**config.mk**
```make
export PLATFORM = sky130hd
export DESIGN_NAME = regfile_param
export DESIGN_NICKNAME = d
export VERILOG_FILES = /design/src/rtl/regfile_pkg.sv /design/src/rtl/regfile_init_seq.sv /design/src/rtl/regfile_param.sv
export SDC_FILE = /design/constraint.sdc
export NUM_CORES = 1
export LEC_CHECK = 0
export CORE_MARGIN = 1.5
export CORE_UTILIZATION = 46
export CTS_BUF_LIST = sky130_fd_sc_hd__clkbuf_4
export DETAILED_ROUTE_END_ITERATION = 8
export PLACE_DENSITY = 0.69
export SYNTH_ARGS = -nofsm -noshare
export SYNTH_HDL_FRONTEND = slang
export SYNTH_SLANG_ARGS = --single-unit
```
**constraint.sdc**
```tcl
create_clock -name clk -period 7.9 [get_ports clk]
set_input_delay 1.185 -clock clk [delete_from_list [all_inputs] [get_ports clk]]
set_output_delay 1.185 -clock clk [all_outputs]
set_load 0.02 [all_outputs]
```
**src/rtl/regfile_pkg.sv**
```systemverilog
// Shared types and helpers for the parametrised register file.
// Optional feature macro: REGFILE_BYPASS_EN (write-to-read bypass).
package regfile_pkg;

    typedef enum logic {
        INIT = 1'b0,
        RUN  = 1'b1
    } rf_state_e;

    // Widest init value the helper can produce before truncation.
    localparam int INIT_VAL_W = 64;

    // Init value of entry idx: the index itself (masked to data_w) or zero.
    function automatic logic [INIT_VAL_W-1:0] init_value(
        input logic [31:0] idx,
        input int          init_index,
        input int          data_w
    );
        logic [INIT_VAL_W-1:0] mask;
        if (data_w >= INIT_VAL_W) begin
            mask = '1;
        end else begin
            mask = (64'd1 << data_w) - 64'd1;
        end
        if (init_index != 0) begin
            return {32'd0, idx} & mask;
        end
        return '0;
    endfunction

endpackage

```
**src/rtl/regfile_init_seq.sv**
```systemverilog
// Post-reset initialisation sequencer: FSM, entry counter and ready flag.
// Optional feature macro: REGFILE_BYPASS_EN (not used in this file).
module regfile_init_seq
    import regfile_pkg::*;
#(
    parameter int DATA_W     = 32,
    parameter int ADDR_W     = 5,
    parameter int INIT_INDEX = 1
) (
    input  logic              clk,
    input  logic              rst,
    output logic              o_init_we,
    output logic [ADDR_W-1:0] o_init_addr,
    output logic [DATA_W-1:0] o_init_data,
    output logic              o_ready
);

    localparam int DEPTH = 2 ** ADDR_W;
    localparam logic [ADDR_W:0] LAST_CNT = (ADDR_W + 1)'(DEPTH - 1);

    rf_state_e         r_state;
    rf_state_e         w_state_nxt;
    logic [ADDR_W:0]   r_cnt;
    logic [ADDR_W:0]   w_cnt_nxt;
    logic [31:0]       w_idx;
    logic [INIT_VAL_W-1:0] w_init_val;

    // State and counter registers; reset restarts the sequence
    always_ff @(posedge clk) begin
        if (rst) begin
            r_state <= INIT;
            r_cnt   <= '0;
        end else begin
            r_state <= w_state_nxt;
            r_cnt   <= w_cnt_nxt;
        end
    end

    // Next state: walk every entry once, leave INIT on the last one
    always_comb begin
        w_state_nxt = r_state;
        w_cnt_nxt   = r_cnt;
        unique case (r_state)
            INIT: begin
                w_cnt_nxt = r_cnt + 1'b1;
                if (r_cnt == LAST_CNT) begin
                    w_state_nxt = RUN;
                end
            end
            RUN: begin
                w_state_nxt = RUN;
            end
            default: begin
                w_state_nxt = INIT;
            end
        endcase
    end

    assign w_idx      = 32'(r_cnt[ADDR_W-1:0]);
    assign w_init_val = init_value(w_idx, INIT_INDEX, DATA_W);

    // Outputs: init write port is live only in INIT and never under reset
    always_comb begin
        o_init_we   = (r_state == INIT) && !rst;
        o_init_addr = r_cnt[ADDR_W-1:0];
        o_init_data = DATA_W'(w_init_val);
        o_ready     = (r_state == RUN);
    end

endmodule

```
**src/rtl/regfile_param.sv**
```systemverilog
// Parametrised 2-read/1-write register file with hardware init sequencer.
// Optional feature macro: REGFILE_BYPASS_EN (write-to-read bypass in RUN).
module regfile_param
    import regfile_pkg::*;
#(
    parameter int DATA_W     = 32,
    parameter int ADDR_W     = 5,
    parameter int INIT_INDEX = 1
) (
    input  logic              clk,
    input  logic              rst,
    input  logic              wr,
    input  logic [ADDR_W-1:0] Ra,
    input  logic [ADDR_W-1:0] Rb,
    input  logic [ADDR_W-1:0] Rw,
    input  logic [DATA_W-1:0] busW,
    output logic [DATA_W-1:0] busA,
    output logic [DATA_W-1:0] busB,
    output logic              ready
);

    localparam int DEPTH = 2 ** ADDR_W;

    logic [DATA_W-1:0] r_mem [DEPTH];

    logic              w_init_we;
    logic [ADDR_W-1:0] w_init_addr;
    logic [DATA_W-1:0] w_init_data;
    logic              w_ready;
    logic              w_ext_we;

    regfile_init_seq #(
        .DATA_W     (DATA_W),
        .ADDR_W     (ADDR_W),
        .INIT_INDEX (INIT_INDEX)
    ) u_init_seq (
        .clk         (clk),
        .rst         (rst),
        .o_init_we   (w_init_we),
        .o_init_addr (w_init_addr),
        .o_init_data (w_init_data),
        .o_ready     (w_ready)
    );

    // External writes only in RUN, never to entry 0, never under reset
    assign w_ext_we = w_ready && wr && (Rw != '0) && !rst;
    assign ready    = w_ready;

    // Storage: init port while sequencing, external port afterwards
    always_ff @(posedge clk) begin
        if (w_init_we) begin
            r_mem[w_init_addr] <= w_init_data;
        end else if (w_ext_we) begin
            r_mem[Rw] <= busW;
        end
    end

    // Read port A: zero until ready and for entry 0
    always_comb begin
        busA = '0;
        if (w_ready && (Ra != '0)) begin
            busA = r_mem[Ra];
`ifdef REGFILE_BYPASS_EN
            if (w_ext_we && (Rw == Ra)) begin
                busA = busW;
            end
`endif
        end
    end

    // Read port B: same rules as port A
    always_comb begin
        busB = '0;
        if (w_ready && (Rb != '0)) begin
            busB = r_mem[Rb];
`ifdef REGFILE_BYPASS_EN
            if (w_ext_we && (Rw == Rb)) begin
                busB = busW;
            end
`endif
        end
    end

endmodule
```
======== Word level (Yosys, flattened, before mapping) ========
Memory sizes are Yosys's and may differ from the RTL's.
Cells that the tools add are included.
word-level totals
  register bits ........................... 7
  bits in writable memories ............... 1024
  word-level logic and storage cells ...... 29
  memories kept ........................... 1
memories
  name   words  width  read ports  clocked after Yosys merged registers in  write ports  RTL line             source
  r_mem  32     32     2           0                                        1            regfile_param.sv:24  logic [DATA_W-1:0] r_mem [DEPTH];
operators by class
  $add $sub $neg .......................... 1
  equal/unequal tests ..................... 1
  multiplexer cells ....................... 12
  bitwise operators ....................... 1
  reduce and logical (&&, ||, !) cells .... 11
operators by type and width
  cell                                            number
  two-way mux 32 bit                              3
  OR reduction 32 bit                             1
  nonzero test 5 bit                              3
  two-way mux 1 bit                               7
  adder 6 x 1 -> 6 bit (second input constant)    1
  == test 6 x 5 -> 1 bit (second input constant)  1
  logical AND 1 bit                               6
  two-way mux 5 bit                               1
  one-hot mux 1 bit (2 select lines)              1
  logical NOT 1 bit                               1
  NOT 1 bit                                       1

======== Logic depth before layout (Yosys ltp) ========
Gate-level depths: netlist (run 1).
  depth in word-level cells ............... 8
  gate-level depth with buffers ........... 8
  depth with buffers taken out ............ 5

======== By module ========
Synthesis (run 1) repeated with hierarchy kept, for this count alone.
unflattened totals
  cell total of the unflattened synthesis .. 2474
  area, all modules ....................... 48238.8 sq um
by module, submodules not included
  module            instances  cells an instance  area an instance (sq um)  sequential area each (sq um)
  regfile_param     1          2405               47645.7                   30749.5
  regfile_init_seq  1          69                 593.1                     140.1

======== Least setup slack after synthesis (run 1) ========
OpenSTA, ideal clock, no wires.
  path type ............................... input to register
  start point ............................. input port Rw[2]
  end point ............................... memory r_mem[15][0], enable pin
  data arrival time ....................... 5376 ps
  data required time ...................... 7399 ps
  path slack .............................. 2022 ps
  stages .................................. 5
  buffers on the path ..................... 1
  path through ............................ buf_6 or3_4 o31ai_4 a31oi_2 nor4_1
between the ends
  longest elaborated chain between the ends .. 8
RTL lines
  what                                                                     RTL line             source
  from (decl)                                                              regfile_param.sv:15  input logic [ADDR_W-1:0] Rw,
  nonzero test 5 bit                                                       regfile_param.sv:46  assign w_ext_we = w_ready && wr && (Rw != '0) && !rst;
  logical AND 1 bit (2 in series)                                          regfile_param.sv:46
  two-way mux 1 bit                                                        regfile_param.sv:53  end else if (w_ext_we) begin
  two-way mux 1 bit                                                        regfile_param.sv:51  if (w_init_we) begin
  two-way mux 1 bit (not written as such)                                  regfile_param.sv:54  r_mem[Rw] <= busW;
  OR reduction 32 bit (no line)                                            -
  two-way mux 5 bit (no line) / two-way mux 1 bit (equally long branches)  -
  to (decl)                                                                regfile_param.sv:24
Parallel ways exist; a longest one is shown, timed or not.

======== Worst setup path in the final report (run 1) ========
  start point ............................. input port Rb[0]
  end point ............................... output port busB[20]
between the ends
  longest elaborated chain between the ends .. 3
RTL lines
  what                                                                               RTL line             source
  from (decl)                                                                        regfile_param.sv:14  input logic [ADDR_W-1:0] Rb,
  parallel branches: the longest is 2 deep, another holds memory read (32 x 32 bit)  -
  two-way mux 32 bit (*)                                                             regfile_param.sv:74  if (w_ready && (Rb != '0)) begin
  to (decl)                                                                          regfile_param.sv:18  output logic [DATA_W-1:0] busB,
Every way passes the cells marked *.

==> results.yml, run 1 <==
clock_network:
  cts.sinks: 1031
  cts_setup_buffers: 0
  clockBufferDepth: 4
  clk_pin_slew_ns: 0.06
  insertion_delay_ns: 1.11
  clock-root-buffer: "clkbuf_4"
  htree_num_levels: 5
  cts_resized: 0
  holdBufCountCts: 0
  cts_buffers: 278
  cts_tree: "done"
setup_path:
  required_ns: 6.71
  reg2reg_to: "r_mem[18][19]"
  critPathMaxFanout: 85
  crit_type: "input port to output port"
  arrival_ns: 4.88
  reg2reg_slack_ns: 4.07
  worst_setup_path_start_kind: "input port"
  startpoint: "Rb[0]"
  r2r-start: "u_init_seq.o_ready"
  rr_worst_depth: 6
  cp-end-kind: "output port"
floorplan:
  rows: 118
  coreArea_sq_um: 104000
  die_area_sq_um: 107000
  pin_count: 115
  start_util_pct: 46.5
  die-height_um: 327
  die_w_um: 327
cells_and_area:
  nFillCells: 8367
  nets: 3187
  drive_above_1_share_pct: 24.8
  layout-area-overhead-vs-synth_pct: 12.7
sta:
  min_period_ns: 6.06
  finalHoldViolations: 0
  final_max_slew_viol_count: 0
  relSlewSlack_pct: 18.7
  setup_viol: 0
  fin_crit_sh_pct: 76.8
  hold_ws_ns: 0.515
  worstMarginPinSlew_ns: 1.22
  finalSetupTns_ns: 0
  fmax_ghz: 0.165
  skew_ns: 0.0606
  rsz0062_at_grt: "no"
worst_hold_path:
  min_path_type: "flip-flop to flip-flop"
  min_from: "u_init_seq.r_cnt[5]"
  whs_path_depth: 2
  min_to: "u_init_seq.r_cnt[5]"
routing:
  routed_wl_um: 158000
  via_per_inst: 6.84
  drc: 0
  ant_nets: 0
  num_vias: 32100
  drt_iter0_markers: 4667
  drtPass1Iterations: 6
  route.detailed.wl_per_inst_um: 33.7
logic_synthesis:
  syn_area_per_cell_sq_um: 16.7
  yosys.area.top_type: "edfxtp_1"
  synth_top_area_share_pct: 63.9
  syn-cell-area_sq_um: 48100
  syn_inst: 2884
  yosysSeqAreaShare_pct: 64.2
  synth_nets: 2935
  yosys-top-cells-area: "edfxtp_1 (64%), mux4_2 (12%), mux2i_1 (11%), a22oi_1 (3.7%), nand3_1 (1.4%)"
  async_reset_ff_share_pct: 0
  synth_warnings: 0
  netlist-cell-type-count: 52
  ys.flop_type: "edfxtp_1"
  ys_ff_latch: 1031
  synth_edf_count: 1024
placement:
  gp_congestion: 0.875
  hpwl_um: 90800
  numPortBuffers: 114
pwr:
  peakVddDrop_mv: 0.155
  power_density_nw_per_um2: 205
  leakagePower_nw: 17.2
global_route:
  grt_pass1_wl_um: 223000
  antenna_found_initial: 8
  grt_usage_pct: 29.2
  grt_pass1_vias: 32600
  grt_overflow: 0
  grt_max_degree: 86
outcome:
  status: "complete, no violations"
flow_run:
  drv_cap: 0
per-layer routing:
metal	global-route usage, %	vias to the layer above	wire length (um)
met5	0	-	39
met1	37.1	16300	55900
met3	8.00	540	19300
li1	-	12700	-
met2	46.1	2534	74300
met4	15.4	6	8540
through the flow:
step / instances / power [mW] / setup slack (ns) / instance area [sq um] / utilization (%)
3_5_place_dp: 4236 / 6.74 / 1.78 / 51000 / 49.3
4_1_cts: 4681 / 11.1 / 1.76 / 54200 / 52.3
6_report: 4687 / 11.1 / 1.84 / 54300 / 52.4
5_1_grt: 4686 / 11.5 / 1.64 / 54300 / 52.4
3_3_place_gp: 4236 / 6.72 / 1.79 / 51000 / 49.3
2_1_floorplan: 2884 / 6.52 / 2.02 / 48100 / -
cell usage in the layout, fill, tap and decap left out, types with 53 or more instances in the layout:
master           netlist  final
a31oi_1               53     53
clkbuf_4               0    377
a22o_1                53     53
nand4_1               65     65
mux4_2               254    254
nand3_1              138    137
mux2i_1              518    518
buf_4                 14     94
clkdlybuf4s50_1        0    108
nand2_1               93     93
edfxtp_1            1024   1024
a22oi_1              238    238
registers in the layout (all words and copies together), names as in the netlist:
signal,flops
r_mem,1024
u_init_seq.r_cnt,6
u_init_seq.o_ready,1
critical path, stage by stage:
cell	delay [ns]
buf_8	0.75
nor2b_4	1.10
buf_4	0.47
a22oi_1	0.15
a31oi_1	0.33
nand4_1	0.20
clkdlybuf4s50_1	0.60
cell families (layout without fill, tap and decap cells):
logic type | after synthesis | after routing | share of synthesized area, %
flip-flops | 1031 | 1031 | 64.2
multiplexers | 772 | 772 | 22.6
AND/OR/NAND/NOR | 428 | 428 | 4.58
AO/OA/AOI/OAI | 408 | 408 | 6.21
buffers and inverters | 240 | 657 | 2.30
XOR/XNOR | 4 | 4 | 0.0728
adder cells (fa/ha/maj) | 1 | 1 | 0.0260
other | 0 | 6 | 0
worst max-delay path by stage:
stage                              end  slack [ns]  cells past startpoint
after floorplan           r_mem[15][0]        2.02                      5
after global placement        busB[20]        1.79                      7
after detailed placement      busB[20]        1.78                      7
after CTS                     busB[20]        1.76                      7
after global routing          busB[20]        1.64                      7
final                         busB[20]        1.84                      7
synthesized netlist by cell type (all sizes together), types with 3 or more instances:
master,number
mux4,254
nor3,18
and2,35
a221o,3
a31oi,54
nand4,65
nor2b,10
a32oi,3
nand2,93
nor3b,3
a21oi,44
nor4,3
nor4bb,3
clkbuf,107
a22o,53
dfxtp,7
a22oi,239
nand3,138
o21ai,4
inv,4
nor2,35
edfxtp,1024
buf,129
and4b,3
mux2i,518
and3,14
layout make-up:
type,instances,area [sq um],share of cell area [%]
multi-input cells,1613,16500,30.5
inverters,4,15.0,0.0277
well taps,1380,1730,3.18
flip-flops and latches,1031,30900,56.9
clock buffers,377,2830,5.22
diodes,6,15.0,0.0277
repair buffers,208,1870,3.45
clock inverters,68,369,0.680
power by group:
part           leakage [nW]  internal (mW)  switching [mW]
Sequential             8.22           5.98          0.0193
Combinational          7.04          0.245           0.391
Clock                  1.92           2.32            2.16
Total                  17.2           8.55            2.57
No activity file was read; power rests on OpenSTA's default activity.
==> inputs of run 2 (changes only) <==
Clock period 7.9 ns to 6.25 ns, I/O delays scaled along.
==> run 2 against run 1 <==
Setup slack got worse by 1.2 ns. Highest routed layer unchanged. Power increased by 26%. Critical path type is now flip-flop to output port. Non-clock buffer count is 17 higher. Clock power grew 24%. Critical endpoint is now busA[0]. First-iteration DRC count fell by 1.3%. Worst hold slack lost 0.015 ns. Final area grew 0.33%. Via count down 0.70%. Global-route usage decreased by 0.31 points. Cell count barely moved. Combinational power increased by 30%.
==> results.yml, run 2 (synthesis results as in run 1) <==
cells_and_area:
  final_cell_count_no_fill: 4690
  drive_above_1_share_pct: 25.1
  final_core_util_pct: 52.5
  mostFrequentLayoutCells: "edfxtp_1 (1024), mux2i_1 (518), clkbuf_4 (373), mux4_2 (254), a22oi_1 (238)"
  layout_commonest_cell: "edfxtp_1"
  largest_register_ff_count: 1024
  layout-area-overhead-vs-synth_pct: 13.1
  fin_area_sq_um: 54400
  largest-register: "r_mem"
  nets: 3203
worst_hold_path:
  min_path_type: "flip-flop to flip-flop"
  min_to: "u_init_seq.r_cnt[5]"
  whs_path_depth: 2
  min_from: "u_init_seq.r_cnt[5]"
global_route:
  grt_pass1_wl_um: 221000
  grt_max_degree: 85
  antenna_found_initial: 8
  grt_pass1_vias: 32100
  grt_overflow: 0
  grt_usage_pct: 28.9
pwr:
  power_density_nw_per_um2: 257
  total_power_mw: 14.0
  peakVddDrop_mv: 0.175
  leakagePower_nw: 17.3
clock_network:
  cts_resized: 0
  insertion_delay_ns: 1.09
  htree_num_levels: 5
  cts_buffers: 277
  clockBufferDepth: 4
  clk_pin_slew_ns: 0.06
  cts.sinks: 1031
  holdBufCountCts: 0
  clock-root-buffer: "clkbuf_4"
  cts_tree: "done"
  cts_setup_buffers: 0
sta:
  rsz0062_at_grt: "no"
  fmax_ghz: 0.179
  final_max_slew_viol_count: 0
  worstMarginPinSlew_ns: 1.26
  finalHoldViolations: 0
  setup_viol: 0
  fin_crit_sh_pct: 89.4
  relSlewSlack_pct: 15.7
  min_period_ns: 5.59
  skew_ns: 0.0585
  setup_slack_ns: 0.664
  hold_ws_ns: 0.500
  finalSetupTns_ns: 0
floorplan:
  die-height_um: 327
  die_area_sq_um: 107000
  pin_count: 115
  rows: 118
  coreArea_sq_um: 104000
  start_util_pct: 46.5
  die_w_um: 327
setup_path:
  rr_worst_depth: 5
  reg2reg_slack_ns: 2.52
  arrival_ns: 4.65
  cp_common_cell: "buf_4"
  critPathMaxFanout: 20
  cp-end-kind: "output port"
  reg2reg_to: "r_mem[18][19]"
  required_ns: 5.31
  worstPathCellList: "buf_4 > nor3b_2 > buf_4 > and2_1 > buf_4 > nand2_1 > nand4_1 > clkdlybuf4s50_1"
  crit_type: "flip-flop to output port"
  r2r-start: "u_init_seq.o_ready"
  worst_setup_path_start_kind: "flip-flop"
  cp_slowest_cell: "clkdlybuf4s50_1"
  slowest_delay_ns: 0.70
routing:
  ant_nets: 0
  drt_iter0_markers: 4605
  via_per_inst: 6.79
  num_vias: 31800
  drc: 0
  route.detailed.wl_per_inst_um: 33.3
  routed_wl_um: 156000
  drtPass1Iterations: 6
placement:
  hpwl_um: 90200
  gp_congestion: 0.874
  numPortBuffers: 114
  pre_cts_slack_ns: 0.919
  dp.cells: 4253
  post_dp_cell_area_sq_um: 51300
outcome:
  status: "complete, no violations"
flow_run:
  drv_cap: 0
==> run 2: power by group <==
part | switching [mW] | internal (mW)
sequential | 0.0247 | 7.56
combinational | 0.507 | 0.321
clock | 2.66 | 2.90
==> run 2: worst max-delay path by stage <==
stage	from	endpoint	depth (start not counted)
global route	u_init_seq.o_ready	busA[0]	8
floorplan	Rw[2]	r_mem[15][0]	5
global placement	Rb[1]	busB[10]	7
detailed placement	Rb[1]	busB[15]	7
CTS	u_init_seq.o_ready	busA[0]	8
finish	u_init_seq.o_ready	busA[0]	8
==> run 2: routing by layer <==
layer  share of wire [%]  up-vias  track usage, %  wire, um
met4                 4.3        4            13.4      6690
met5               0.017        -               0        27
met1                  36    16300            37.6     56300
li1                    -    12700               -         -
met2                  47     2425            45.7     74100
met3                  12      431            7.54     19200
==> run 2: layout make-up <==
type	count	area, sq um
clock inverter	59	333
antenna	5	12.5
timing repair buffer	225	2130
fill	8240	49200
clock buffer	373	2800
tap	1380	1730
multi-input combinational	1613	16500
sequential	1031	30900
inverter	4	15.0
==> run 2: critical path, delay by kind of cell (launching register included) <==
kind	cells	cell delay, ns
buf+inv	4	1.81
simple gates	4	1.32
flops	1	0.40
